## src/rtl/parity_run_detector_pkg.sv

```systemverilog
// rtl/parity_run_detector_pkg.sv - shared state and parity-select encodings for the run detector
package parity_run_detector_pkg;
    typedef enum logic {
        ST_SEEK  = 1'b0,
        ST_TRACK = 1'b1
    } state_e;

    localparam logic PAR_EVEN = 1'b0;
    localparam logic PAR_ODD  = 1'b1;
endpackage

```

## src/rtl/parity_run_detector_zero_run_counter.sv

```systemverilog
// rtl/parity_run_detector_zero_run_counter.sv - counts consecutive accepted zeros, flags the RUN_LEN-th
module zero_run_counter #(
    parameter int RUN_LEN = 2
) (
    input  logic clk,
    input  logic reset_n,
    input  logic inc,
    input  logic rst_run,
    input  logic clear,
    output logic hit
);
    localparam int RUN_W = $clog2(RUN_LEN + 1);

    logic [RUN_W-1:0] run_q, run_d, run_inc;

    assign run_inc = run_q + 1'b1;
    assign hit     = inc && (run_inc == RUN_W'(RUN_LEN));

    // A hit restarts the run, so run_q never exceeds RUN_LEN-1.
    always_comb begin
        run_d = run_q;
        if (clear || rst_run || hit) begin
            run_d = '0;
        end else if (inc) begin
            run_d = run_inc;
        end
    end

    always_ff @(posedge clk or negedge reset_n) begin
        if (!reset_n) begin
            run_q <= '0;
        end else begin
            run_q <= run_d;
        end
    end
endmodule

```

## src/rtl/parity_run_detector.sv

```systemverilog
// rtl/parity_run_detector.sv - arms on a zero run, then flags even/odd parity of ones since arming
module parity_run_detector
    import parity_run_detector_pkg::*;
#(
    parameter int RUN_LEN = 2,
    parameter int CNT_W   = 8
) (
    input  logic             clk,
    input  logic             reset_n,
    input  logic             x_valid,
    input  logic             x,
    input  logic             clear,
    input  logic             parity_sel,
    output logic             y,
    output logic             armed,
    output logic             arm_pulse,
    output logic [CNT_W-1:0] arm_cnt
);
    state_e           state_q, state_d;
    logic             parity_q, parity_d;
    logic             arm_pulse_q, arm_pulse_d;
    logic [CNT_W-1:0] arm_cnt_q, arm_cnt_d;
    logic             run_hit, arm_event;

    zero_run_counter #(.RUN_LEN(RUN_LEN)) u_zero_run (
        .clk     (clk),
        .reset_n (reset_n),
        .inc     (!clear && x_valid && !x),
        .rst_run (!clear && x_valid && x),
        .clear   (clear),
        .hit     (run_hit)
    );

    always_comb begin
        state_d   = state_q;
        parity_d  = parity_q;
        arm_event = 1'b0;
        if (clear) begin
            state_d  = ST_SEEK;
            parity_d = 1'b0;
        end else if (x_valid) begin
            if (x) begin
                if (state_q == ST_TRACK) begin
                    parity_d = ~parity_q;
                end
            end else if (run_hit) begin
                // Arming from SEEK and re-arming in TRACK share one path.
                state_d   = ST_TRACK;
                parity_d  = 1'b0;
                arm_event = 1'b1;
            end
        end
    end

    always_comb begin
        arm_pulse_d = arm_event;
        arm_cnt_d   = arm_cnt_q;
        if (clear) begin
            arm_cnt_d = '0;
        end else if (arm_event && (arm_cnt_q != {CNT_W{1'b1}})) begin
            arm_cnt_d = arm_cnt_q + 1'b1;
        end
    end

    always_ff @(posedge clk or negedge reset_n) begin
        if (!reset_n) begin
            state_q     <= ST_SEEK;
            parity_q    <= 1'b0;
            arm_pulse_q <= 1'b0;
            arm_cnt_q   <= '0;
        end else begin
            state_q     <= state_d;
            parity_q    <= parity_d;
            arm_pulse_q <= arm_pulse_d;
            arm_cnt_q   <= arm_cnt_d;
        end
    end

    assign armed     = (state_q == ST_TRACK);
    assign y         = armed && (parity_q == parity_sel);
    assign arm_pulse = arm_pulse_q;
    assign arm_cnt   = arm_cnt_q;
endmodule
```

## config.mk

```make
export PLATFORM = sky130hd
export DESIGN_NAME = parity_run_detector
export DESIGN_NICKNAME = d
export VERILOG_FILES = /design/src/rtl/parity_run_detector_pkg.sv /design/src/rtl/parity_run_detector_zero_run_counter.sv /design/src/rtl/parity_run_detector.sv
export SDC_FILE = /design/constraint.sdc
export NUM_CORES = 1
export LEC_CHECK = 0
export CAP_MARGIN = 0
export CORE_MARGIN = 4
export CORE_UTILIZATION = 48
export DETAILED_ROUTE_END_ITERATION = 12
export PLACE_DENSITY = 0.86
export REMOVE_ABC_BUFFERS = 1
export SYNTH_ARGS = -nofsm -noshare
export SYNTH_HDL_FRONTEND = slang
export SYNTH_SLANG_ARGS = --single-unit
export TNS_END_PERCENT = 5
```

## constraint.sdc

```tcl
create_clock -name clk -period 1.9 [get_ports clk]
set_clock_uncertainty 0.2 [all_clocks]
set_input_delay 0.285 -clock clk [delete_from_list [all_inputs] [get_ports clk]]
set_output_delay 0.285 -clock clk [all_outputs]
set_load 0.05 [all_outputs]
```

==> flow_summary.toml <==
[run_status]
status = "complete, no violations"

[setup_path]
max_stage_delay_ps = 370
crit_buf_inv = 1
critPathLaunchType = "flip-flop"
cpLargestDelayFamily = "flip-flops"
critical_path_cell_count = 5
path_cells = "inv_1, ha_1, and4bb_1, o311ai_4, mux2_4"
cp_max_fo = 5
crit_required_ps = 1870
slowest_stage = "dfrtp_1"
path_class = "flip-flop to flip-flop"
endpoint_kind = "flip-flop"
critPathArrivalTime_ps = 1760
reg2regPathDepth = 5

[placement]
place_ws_ps = -4.08
io_buffers = 16
dp_hpwl_mm = 1.26
gp_congestion = 0.751

[detailed_routing]
wirelength_mm = 1.61
vias = 664
drt_iter0_drc = 9
drc = 0
drt-pass1-iter-count = 4
wl_per_cell_um = 14.7
post_drt_via_cell_ratio = 6.09
ant_nets = 0

[die]
num_rows = 14
die_w_um = 48.6
initial_core_util = 0.514
ios = 17
die_h_um = 48.6
dieArea_um2 = 2360
coreArea_um2 = 1540

[clocking]
clkTransAtPathRegs_ps = 70
cts.hold.buffers_added = 0
clk_latency_ps = 280
clk_path_buf_depth = 2
cts_sinks = 13
clockRootBuffer = "clkbuf_4"
post_cts_buffers = 0
cts_tree = "done"
cts-buffers-inserted = 3
cts_resized = 0
htree_levels = 1

[flow_run]
maxCapViolCount = 0

[synthesis]
synth_top_flop_cell = "dfrtp_1"
syn_inst = 70
ys_types = 33
synthesis.area_um2 = 792
synth-edff-count = 0
synthArstFlopShare = 1.00
avgSynthCellArea_um2 = 11.3
ys_seq_area_frac = 0.411
ys_ff_latch = 13
synth_warnings = 0

[pwr]
peakVddDrop_v = 0.000461
p_per_area_nw_per_um2 = 509
leakagePower_nw = 0.465
power_w = 0.000507

[cells_and_area]
drive_above_1_share = 0.355
num_antenna_cells = 0
final_common_cell = "buf_4"
fin_util = 0.646
area_growth_pct = 25.8
nets = 102
final_cell_mix = "16 x buf_4, 13 x dfrtp_1, 7 x nor2_1, 5 x clkdlybuf4s50_1"

[grt]
overflow = 0
track_usage = 0.156
grt_max_degree = 14
antenna_found_initial = 0
grt_pass1_vias = 682
grt_pass1_wl_mm = 2.92

[timing]
finalHoldViolations = 0
fin_crit_ps = 1800
max_freq_mhz = 556
rsz0062_at_grt = "no"
slew_viol_final = 0
period_share = 0.946
layout_setup_ws_ps = 102
setup_tns_ps = 0
tightest_slew_ps = 569
relSlewSlack = 0.620
setup_viol = 0

[hold_path]
hold_class = "input pin to asynchronous set/reset pin"
[power breakdown]
part	internal, W	switching [W]	total (W)
Clock	0.0000815	0.0000845	0.000166
Sequential	0.000280	0.00000331	0.000283
Combinational	0.0000276	0.0000305	0.0000581
Total	0.000389	0.000118	0.000507
[cell usage after synthesis (2+ instances only)]
library cell | count | area share
mux2i_1 | 3 | 0.038
and3b_2 | 2 | 0.025
dfrtp_1 | 13 | 0.41
a31oi_1 | 2 | 0.016
ha_1 | 2 | 0.032
a41oi_1 | 2 | 0.022
nor3_1 | 3 | 0.019
mux2_4 | 2 | 0.038
nor2b_1 | 2 | 0.016
nand3_2 | 2 | 0.025
inv_1 | 3 | 0.014
o21ai_0 | 2 | 0.013
a21oi_1 | 2 | 0.013
and3_1 | 2 | 0.016
a211oi_1 | 2 | 0.019
and2_1 | 3 | 0.024
nor2_1 | 7 | 0.033
[worst paths after layout]
check	from	to	slack [ps]
min	reset_n	arm_cnt[3]$_DFFE_PN0P_	170
max reg2reg	u_zero_run.run_q[1]$_DFFE_PN0P_	arm_cnt[3]$_DFFE_PN0P_	100
max in group asynchronous	reset_n	u_zero_run.run_q[1]$_DFFE_PN0P_	960
min reg2reg	u_zero_run.run_q[1]$_DFFE_PN0P_	u_zero_run.run_q[1]$_DFFE_PN0P_	330
max	u_zero_run.run_q[1]$_DFFE_PN0P_	arm_cnt[3]$_DFFE_PN0P_	100
min in group clk	u_zero_run.run_q[1]$_DFFE_PN0P_	u_zero_run.run_q[1]$_DFFE_PN0P_	330
[through the flow]
stage / instances / cell area (µm²) / hold WS, ps
after floorplan: 67 / 759 / -211
after global placement: 105 / 970 / 309
after detailed placement: 105 / 970 / 321
after CTS: 109 / 996 / 186
after global routing: 109 / 996 / 206
final: 109 / 996 / 170
[final cells by class]
class	instances	area [µm²]
Clock buffer	4	26.3
Fill cell	140	546
Inverter	3	11.3
Multi-Input combinational cell	51	423
Sequential cell	13	325
Tap cell	16	20.0
Timing Repair Buffer	22	190
[logic make-up (layout without fill, tap and decap cells)]
| kind of cell | count (synthesis) | in the layout | synth area share |
|---|---|---|---|
| DFF | 13 | 13 | 0.411 |
| buffers and inverters | 6 | 29 | 0.0553 |
| AOI/OAI and AO/OA | 16 | 16 | 0.199 |
| muxes | 5 | 5 | 0.0758 |
| adders and majority gates | 2 | 2 | 0.0316 |
| and+or+nand+nor | 27 | 27 | 0.216 |
| xor gates and xnor gates | 1 | 1 | 0.0111 |
[per-layer routing]
layer  share of wire  routed length [µm]  global-route usage
met5               0                   0                   0
met4           0.012                  19              0.0628
met3           0.056                  90              0.0644
met2            0.52                 839               0.254
met1            0.41                 657               0.178
[registers in the layout, indices dropped and copies added (netlist names)]
name	cells
armed	1
arm_pulse	1
arm_cnt	8
u_zero_run.run_q	2
parity_q	1
No activity file was read; power rests on OpenSTA's default activity.
